[src/rtl/fetch_ram_fifo_ctrl_if.sv]
// rtl/fetch_ram_fifo_ctrl_if.sv - producer/consumer handshake bundle for the fetch RAM FIFO
//
// Purpose: groups the push (producer) and pop (consumer) handshakes of the
// fetch RAM FIFO controller.
// Signals:
//   wr_req  producer requests a push
//   wr_dat  push data, held stable by the producer until wr_ack
//   wr_ack  push accepted this cycle
//   rd_req  consumer requests a pop
//   rd_ack  pop accepted this cycle
//   rd_val  rd_dat valid, one cycle after rd_ack
//   rd_dat  pop data
// Modports: master = requester side, slave = FIFO controller side.

interface fetch_ram_fifo_ctrl_if #(
    parameter int Word_Width = 128
);
    logic                  wr_req;
    logic [Word_Width-1:0] wr_dat;
    logic                  wr_ack;
    logic                  rd_req;
    logic                  rd_ack;
    logic                  rd_val;
    logic [Word_Width-1:0] rd_dat;

    modport master (
        output wr_req,
        output wr_dat,
        input  wr_ack,
        output rd_req,
        input  rd_ack,
        input  rd_val,
        input  rd_dat
    );

    modport slave (
        input  wr_req,
        input  wr_dat,
        output wr_ack,
        input  rd_req,
        output rd_ack,
        output rd_val,
        output rd_dat
    );
endinterface

[src/rtl/fetch_ram_fifo_ctrl.sv]
// rtl/fetch_ram_fifo_ctrl.sv - single-port fetch SRAM run as a circular FIFO
//
// Purpose: shares one single-port SRAM (active-low cen/wen/oen, 1-cycle read
// latency) between a DDR-fetch producer and an encoder-engine consumer.
// One access per cycle, round-robin on contention, occupancy tracking.
// Ports:
//   clk, rst_n        clock, asynchronous active-low reset
//   flush_i           synchronous clear of FIFO state, highest priority
//   bus (slave)       push/pop handshakes, see fetch_ram_fifo_ctrl_if
//   full_o, empty_o   occupancy flags
//   count_o           occupancy 0..2^Addr_Width
//   sram_cen_o        SRAM chip enable (active low)
//   sram_wen_o        SRAM write enable (active low)
//   sram_oen_o        SRAM output enable (active low)
//   sram_addr_o       SRAM address
//   sram_dat_o        SRAM write data
//   sram_dat_i        SRAM read data

module fetch_ram_fifo_ctrl #(
    parameter int Word_Width = 128,
    parameter int Addr_Width = 5
) (
    input  logic                  clk,
    input  logic                  rst_n,
    input  logic                  flush_i,
    fetch_ram_fifo_ctrl_if.slave  bus,
    output logic                  full_o,
    output logic                  empty_o,
    output logic [Addr_Width:0]   count_o,
    output logic                  sram_cen_o,
    output logic                  sram_wen_o,
    output logic                  sram_oen_o,
    output logic [Addr_Width-1:0] sram_addr_o,
    output logic [Word_Width-1:0] sram_dat_o,
    input  logic [Word_Width-1:0] sram_dat_i
);

    localparam logic [Addr_Width:0]   Depth    = {1'b1, {Addr_Width{1'b0}}};
    localparam logic [Addr_Width:0]   CountOne = {{Addr_Width{1'b0}}, 1'b1};
    localparam logic [Addr_Width-1:0] PtrOne   = {{(Addr_Width-1){1'b0}}, 1'b1};

    logic [Addr_Width-1:0] wr_ptr;
    logic [Addr_Width-1:0] rd_ptr;
    logic [Addr_Width:0]   count;
    logic                  pri;      // 0: write wins a tie, 1: read wins
    logic                  rd_val;
    logic                  oen_n;

    logic push_ok;
    logic pop_ok;
    logic wr_gnt;
    logic rd_gnt;
    logic contended;

    assign full_o  = (count == Depth);
    assign empty_o = (count == '0);
    assign count_o = count;

    // Eligibility uses the registered count only, so a word pushed this
    // cycle cannot be popped until the next one (no write-to-read bypass).
    assign push_ok   = bus.wr_req & ~full_o  & ~flush_i;
    assign pop_ok    = bus.rd_req & ~empty_o & ~flush_i;
    assign contended = push_ok & pop_ok;

    assign wr_gnt = push_ok & (~pop_ok | ~pri);
    assign rd_gnt = pop_ok  & (~push_ok | pri);

    assign bus.wr_ack = wr_gnt;
    assign bus.rd_ack = rd_gnt;
    assign bus.rd_val = rd_val;
    assign bus.rd_dat = sram_dat_i;

    always_comb begin
        sram_cen_o  = 1'b1;
        sram_wen_o  = 1'b1;
        sram_addr_o = rd_ptr;
        if (wr_gnt) begin
            sram_cen_o  = 1'b0;
            sram_wen_o  = 1'b0;
            sram_addr_o = wr_ptr;
        end else if (rd_gnt) begin
            sram_cen_o  = 1'b0;
        end
    end

    assign sram_dat_o = bus.wr_dat;
    assign sram_oen_o = oen_n;

    always_ff @(posedge clk or negedge rst_n) begin
        if (!rst_n) begin
            wr_ptr <= '0;
            rd_ptr <= '0;
            count  <= '0;
            pri    <= 1'b0;
            rd_val <= 1'b0;
            oen_n  <= 1'b1;
        end else begin
            // Read return tracks the previous cycle's grant; a grant made just
            // before a flush still completes during the flush cycle.
            rd_val <= rd_gnt;
            oen_n  <= ~rd_gnt;
            if (flush_i) begin
                wr_ptr <= '0;
                rd_ptr <= '0;
                count  <= '0;
                pri    <= 1'b0;
            end else begin
                if (wr_gnt) begin
                    wr_ptr <= wr_ptr + PtrOne;
                    count  <= count + CountOne;
                end else if (rd_gnt) begin
                    rd_ptr <= rd_ptr + PtrOne;
                    count  <= count - CountOne;
                end
                // Only a real tie moves the priority, so a lone requester
                // never steals the other side's next turn.
                if (contended) begin
                    pri <= ~pri;
                end
            end
        end
    end

endmodule

[src/flat_wrapper.sv]
// flat-port wrapper written by rule: the top's interface ports become plain ports
module fetch_ram_fifo_ctrl_flat 
#(
    parameter int Word_Width = 128,
    parameter int Addr_Width = 5
)
  (clk, rst_n, flush_i, full_o, empty_o, count_o, sram_cen_o, sram_wen_o, sram_oen_o, sram_addr_o, sram_dat_o, sram_dat_i, bus_wr_req, bus_wr_dat, bus_wr_ack, bus_rd_req, bus_rd_ack, bus_rd_val, bus_rd_dat);
  fetch_ram_fifo_ctrl_if #(.Word_Width(Word_Width)) bus_i ();
  input  logic clk;
  input  logic rst_n;
  input  logic flush_i;
  output logic full_o;
  output logic empty_o;
  output logic [Addr_Width:0] count_o;
  output logic sram_cen_o;
  output logic sram_wen_o;
  output logic sram_oen_o;
  output logic [Addr_Width-1:0] sram_addr_o;
  output logic [Word_Width-1:0] sram_dat_o;
  input  logic [Word_Width-1:0] sram_dat_i;
  input wire logic [$bits(bus_i.wr_req)-1:0] bus_wr_req;
  input wire logic [$bits(bus_i.wr_dat)-1:0] bus_wr_dat;
  output wire logic [$bits(bus_i.wr_ack)-1:0] bus_wr_ack;
  input wire logic [$bits(bus_i.rd_req)-1:0] bus_rd_req;
  output wire logic [$bits(bus_i.rd_ack)-1:0] bus_rd_ack;
  output wire logic [$bits(bus_i.rd_val)-1:0] bus_rd_val;
  output wire logic [$bits(bus_i.rd_dat)-1:0] bus_rd_dat;
  assign bus_i.wr_req = bus_wr_req;
  assign bus_i.wr_dat = bus_wr_dat;
  assign bus_wr_ack = bus_i.wr_ack;
  assign bus_i.rd_req = bus_rd_req;
  assign bus_rd_ack = bus_i.rd_ack;
  assign bus_rd_val = bus_i.rd_val;
  assign bus_rd_dat = bus_i.rd_dat;
  fetch_ram_fifo_ctrl #(.Word_Width(Word_Width), .Addr_Width(Addr_Width)) u_core (.clk(clk), .rst_n(rst_n), .flush_i(flush_i), .bus(bus_i), .full_o(full_o), .empty_o(empty_o), .count_o(count_o), .sram_cen_o(sram_cen_o), .sram_wen_o(sram_wen_o), .sram_oen_o(sram_oen_o), .sram_addr_o(sram_addr_o), .sram_dat_o(sram_dat_o), .sram_dat_i(sram_dat_i));
endmodule
[config.mk]
export PLATFORM = sky130hd
export DESIGN_NAME = fetch_ram_fifo_ctrl_flat
export DESIGN_NICKNAME = d
export VERILOG_FILES = /design/src/rtl/fetch_ram_fifo_ctrl_if.sv /design/src/rtl/fetch_ram_fifo_ctrl.sv /design/src/flat_wrapper.sv
export SDC_FILE = /design/constraint.sdc
export NUM_CORES = 1
export LEC_CHECK = 0
export ABC_CLOCK_PERIOD_IN_PS = 3750
export CORE_AREA = 3 3 206 208
export CTS_BUF_LIST = sky130_fd_sc_hd__clkbuf_2 sky130_fd_sc_hd__clkbuf_4 sky130_fd_sc_hd__clkbuf_8
export CTS_CLUSTER_SIZE = 14
export DETAILED_ROUTE_END_ITERATION = 8
export DIE_AREA = 0 0 209 211
export PLACE_DENSITY_LB_ADDON = 0.2
export SYNTH_ARGS = -nofsm -noshare
export SYNTH_HDL_FRONTEND = slang
export SYNTH_SLANG_ARGS = --single-unit
[constraint.sdc]
create_clock -name clk -period 3.75 [get_ports clk]
set_input_delay 0.5625 -clock clk [delete_from_list [all_inputs] [get_ports clk]]
set_output_delay 0.5625 -clock clk [all_outputs]
set_load 0.02 [all_outputs]
* Yosys cells after proc, flatten, opt, wreduce, memory -nomap -nowiden
Index checks and enable logic that the tools add are counted.
** Operators by class
- Reduce and logical (&&, ||, !) cells :: 6
- Bitwise logic cells :: 16
- Eq/ne operators :: 2
- Multiplexer cells :: 14
- Add/subtract/negate cells :: 4
** Operators with widths (number)
- two-way mux 5 bit :: 6
- two-way mux 6 bit :: 3
- adder 5 x 1 -> 5 bit (second input constant) :: 2
- bitwise AND 1 bit :: 7
- inverter 1 bit :: 7
- adder 6 x 1 -> 6 bit (second input constant) :: 1
- equality test 6 bit (second input constant) :: 1
- zero test 6 bit :: 1
- nonzero test 2 bit :: 3
- subtractor 6 x 1 -> 6 bit (second input constant) :: 1
- two-way mux 1 bit :: 5
- nonzero test 3 bit :: 1
- != test 2 bit (second input constant) :: 1
- OR 1 bit :: 2
- AND reduction 2 bit :: 1
** Storage, ports and cells
- Bits in registers :: 19
- Word-level logic and storage cells :: 48
- Output and inout port bits :: 275
- Bits of input ports :: 261

* Logic depth before layout (Yosys ltp)
- Depth in word-level cells :: 10
- Gate-level depth with buffers :: 11

* Least setup slack after synthesis
No wires, ideal clock.
- Kind :: flip-flop to flip-flop
- From :: register u_core.count[2], in the netlist u_core.count_o[2]
- To :: register u_core.count[5], in the netlist u_core.count_o[5]
- Data required time :: 3630 ps
- Setup slack :: 838 ps
- Path buffers :: 1
- Library setup time :: 120 ps
- Arrival :: 2792 ps
- Cell stages (with the launch flop) :: 12
- Period minus slack after synthesis :: 2912 ps
- Cell sequence :: dfrtp_1 > or4_4 > o211ai_2 > nand3_2 > buf_2 > ha_1 > a211oi_1 > o21bai_1 > a21oi_1 > xnor2_1 > a21oi_1 > a31o_2
** On the way
- Word-level cells in the longest chain between the ends :: 9
- Elaborated cells between the ends (all ways) :: 20
** Ends and longest elaborated chain
- start: declaration :: RTL line fetch_ram_fifo_ctrl.sv:44 : logic [Addr_Width:0] count;
- start signal: assignment :: RTL line fetch_ram_fifo_ctrl.sv:110 : count <= count + CountOne;
- start signal: assignment :: RTL line fetch_ram_fifo_ctrl.sv:113 : count <= count - CountOne;
- zero test 6 bit :: RTL line fetch_ram_fifo_ctrl.sv:56 : assign empty_o = (count == '0);
- inverter 1 bit :: RTL line fetch_ram_fifo_ctrl.sv:62 : assign pop_ok = bus.rd_req & ~empty_o & ~flush_i;
- bitwise AND 1 bit (2 in a row) :: RTL line fetch_ram_fifo_ctrl.sv:62
- inverter 1 bit :: RTL line fetch_ram_fifo_ctrl.sv:65 : assign wr_gnt = push_ok & (~pop_ok | ~pri);
- OR 1 bit :: RTL line fetch_ram_fifo_ctrl.sv:65
- bitwise AND 1 bit :: RTL line fetch_ram_fifo_ctrl.sv:65
- two-way mux 6 bit :: RTL line fetch_ram_fifo_ctrl.sv:108 : if (wr_gnt) begin
- two-way mux 6 bit :: RTL line fetch_ram_fifo_ctrl.sv:102 : if (flush_i) begin
Several ways; a longest one is shown, not always the timed one. The select of a mux whose other input is x is not followed.
A chain may end at the register's enable or synchronous reset.

* Final worst setup path
- From :: register u_core.count[2], in the netlist u_core.count_o[2]
- To :: output port bus_wr_ack
** On the way
- Word-level cells in the longest chain between the ends :: 7
- Elaborated cells between the ends (all ways) :: 11
** Ends and longest elaborated chain
- zero test 6 bit :: RTL line fetch_ram_fifo_ctrl.sv:56
- inverter 1 bit :: RTL line fetch_ram_fifo_ctrl.sv:62
- bitwise AND 1 bit (2 in a row) :: RTL line fetch_ram_fifo_ctrl.sv:62
- inverter 1 bit :: RTL line fetch_ram_fifo_ctrl.sv:65
- OR 1 bit :: RTL line fetch_ram_fifo_ctrl.sv:65
- bitwise AND 1 bit * :: RTL line fetch_ram_fifo_ctrl.sv:65
- end: declaration :: RTL line flat_wrapper.sv:23 : output wire logic [$bits(bus_i.wr_ack)-1:0] bus_wr_ack;
Every way passes the cells marked *; elsewhere a longest branch is shown, timed or not.

==> flow_summary.toml <==
[run_status]
status = "finished, final reports clean"

[power_and_ir_drop]
peakVddDrop_mv = 0.2239
leakagePower_nw = 0.7106
powerDensity_mw_per_mm2 = 481.7

[synth]
synth_edf_count = 0
synth_area_mm2 = 0.003074
ys_warn_count = 0
synthCells = 379
ys_seq_elements = 19
synth_top_area_cell = "buf_4"
yosys_most_used_dff = "dfrtp_1"
synth_common_cells = "buf_4 (256), nand2_1 (19), dfrtp_1 (18), nor2_1 (18)"
yosysMostFrequentCell = "buf_4"
synth_area_leaders = "buf_4 (63%), dfrtp_1 (15%), ha_1 (2.4%), nand2_1 (2.3%), nor2_1 (2.2%)"
synth_seq_area_share_pct = 15.51
synth.distinct_cells = 33
yosysTopAreaCellShare_pct = 62.52
syn_avg_cell_area_um2 = 8.111
synthArstFlopShare_pct = 100.0
syn-num-nets = 647

[route]
drtIter0Drc = 19
wl_per_cell_um = 15.20
met2_wirelength_um = 4283
routed_wl_um = 10350
routed_via_density = 2.090
drtPass1Iterations = 4
via_count = 1423
drcViolationCount = 0
antenna_left = 0
wl_met3_um = 2238
dr.max_layer_used = "met5"
wl_met1_um = 2454

[critical_path]
cp.buffers_inverters = 2
path_delay_family = "buffers and inverters"
crit_type = "flop to primary output"
cp_slowest_cell = "clkdlybuf4s50_1"
cp-start-kind = "flop"
cp_data_arrival_time_ns = 2.80
cp-end-kind = "primary output"
max_stage_delay_ns = 0.66
reg2reg_depth = 10
required_ns = 3.19
worstSetupPathDepth = 5
crit_chain = "or4_4, o211ai_2, nand3_2, inv_2, clkdlybuf4s50_1"
crit_fanout = 17

[layout]
final_nets = 418
fillers = 4829
antenna_cells = 0
layout-drive-gt1-share_pct = 13.42
instances_no_fill = 681
syn_to_final_growth_pct = -30.16

[global_routing]
gr-total-overflow = 0
grt_pass1_wl_um = 13050
grt_pass1_vias = 1591
grt.total_usage_pct = 4.256
antenna_found_initial = 0
grt_max_degree = 21

[cts]
htree_levels = 1
clock_sinks = 19
numCtsBuffers = 3
cts.hold.buffers_added = 0
cts_resized = 0
cts_tree = "yes"
post-cts-setup-buffers = 0
clk_latency_ns = 0.26
clock-root-buffer = "clkbuf_8"
clock_path_buffers = 2
clk_pin_slew_ns = 0.08

[die]
coreArea_mm2 = 0.04074
chipWidth_um = 209
start_util_pct = 7.546
die_area_mm2 = 0.04410
die_h_um = 211
fp-row-count = 74
io_pins = 536

[place]
globalplace.congestion = 0.6740
preCtsSetupSlack_ns = 0.5770
place_inst = 677
io_buffers = 23
place_hpwl_um = 8703

[sta]
slew_violations = 0
tns_ns = 0
finClkSkew_ns = 0.009507
slew_headroom_pct = 34.55
setup_ws_ns = 0.3895
worst-slew-pin-transition_ns = 0.9786
timing.fmax_mhz = 297.6
rsz0062_at_grt = "false"
setup_viol = 0
layout_worst_path_cycle_share_pct = 89.61
final.min_clock_period_ns = 3.360
hold_violations = 0

[flow_run]
cap_violations = 0

[hold_path]
min_delay_path_depth = 2
min_path_type = "flop to flop"
-- layer usage --
metal	global-route usage, %	vias to the layer above
met4	4.919	4
li1	-	465
met1	3.028	551
met2	6.018	263
met3	3.847	140
met5	1.940	-
-- cells by family (layout without fill, tap and decap cells) --
| family | count (synthesis) | count (layout) | synth area share, % |
|---|---|---|---|
| multiplexers | 5 | 5 | 1.791 |
| AO/OA/AOI/OAI | 18 | 18 | 4.680 |
| AND/OR/NAND/NOR | 52 | 52 | 7.733 |
| buffers and inverters | 266 | 36 | 63.78 |
| XOR/XNOR | 12 | 12 | 3.419 |
| flip-flops | 19 | 19 | 15.51 |
| adder cells (fa/ha/maj) | 7 | 7 | 3.093 |
-- report_power, final --
group | leakage [nW] | total, mW | switching, mW | internal (mW)
Clock | 0.0255 | 0.149 | 0.0754 | 0.0739
Sequential | 0.253 | 0.320 | 0.0729 | 0.247
Combinational | 0.432 | 0.565 | 0.295 | 0.270
Total | 0.711 | 1.03 | 0.443 | 0.591
-- flip-flops by register name, summed over array words and instances, names as in the netlist --
name and cells:
u_core.rd_ptr 5, u_core.wr_ptr 5, u_core.sram_oen_o 1, u_core.count_o 6, u_core.bus.rd_val 1, u_core.pri 1
-- worst reg2reg max path, stage by stage (launching register included) --
cell and delay, ns:
dfrtp_1 0.45, or4_4 0.61, o211ai_2 0.18, nand3_2 0.33
ha_1 0.43, a211oi_1 0.21, o21bai_1 0.10, a21oi_1 0.18
xnor2_1 0.16, a21oi_1 0.09, a31o_2 0.22
-- final timing paths --
| path | start | end | slack, ns |
|---|---|---|---|
| worst max-delay path | u_core.count_o[2] | bus_wr_ack | 0.39 |
| worst min-delay path | u_core.rd_ptr[4] | u_core.rd_ptr[4] | 0.56 |
| worst max register to register | u_core.count_o[2] | u_core.count_o[5] | 0.67 |
| worst min register to register | u_core.rd_ptr[4] | u_core.rd_ptr[4] | 0.56 |
| max in group asynchronous | rst_n | u_core.bus.rd_val | 2.31 |
| min in group asynchronous | rst_n | u_core.count_o[2] | 0.83 |
-- final cells by class --
class | count | area, µm² | area share, %
sequential | 19 | 476.7 | 22.20
multi-input combinational | 94 | 636.9 | 29.66
clock buffer | 3 | 41.29 | 1.923
tap | 532 | 665.6 | 31.00
clock inverter | 1 | 5.005 | 0.2331
timing repair buffer | 25 | 295.3 | 13.75
inverter | 7 | 26.28 | 1.224
-- cells in the final DEF, fill, tap and decap left out, drive strengths merged, types with 2 or more instances in the layout --
cell and instances:
nand2 19, nor2 18, clkdlybuf4s50 18, dfrtp 18, inv 7, buf 7
xnor2 6, xor2 6, ha 6, a21oi 6, mux2i 4, nor3 3
nand4 3, o21ai 3, clkbuf 3, nand3 3, a211oi 2, nand2b 2
a21o 2, nand3b 2, o211ai 2
-- stage by stage --
stage | hold WS [ns] | power (mW) | instance area [µm²] | utilization (%)
2_1_floorplan | 0.2669 | 1.070 | 3074 | -
3_3_place_gp | 0.5238 | 0.9021 | 2101 | 5.157
3_5_place_dp | 0.5466 | 0.9032 | 2101 | 5.157
4_1_cts | 0.5699 | 1.064 | 2147 | 5.270
5_1_grt | 0.5935 | 1.135 | 2147 | 5.270
6_report | 0.5636 | 1.034 | 2147 | 5.270
No activity file was read; power rests on OpenSTA's default activity.
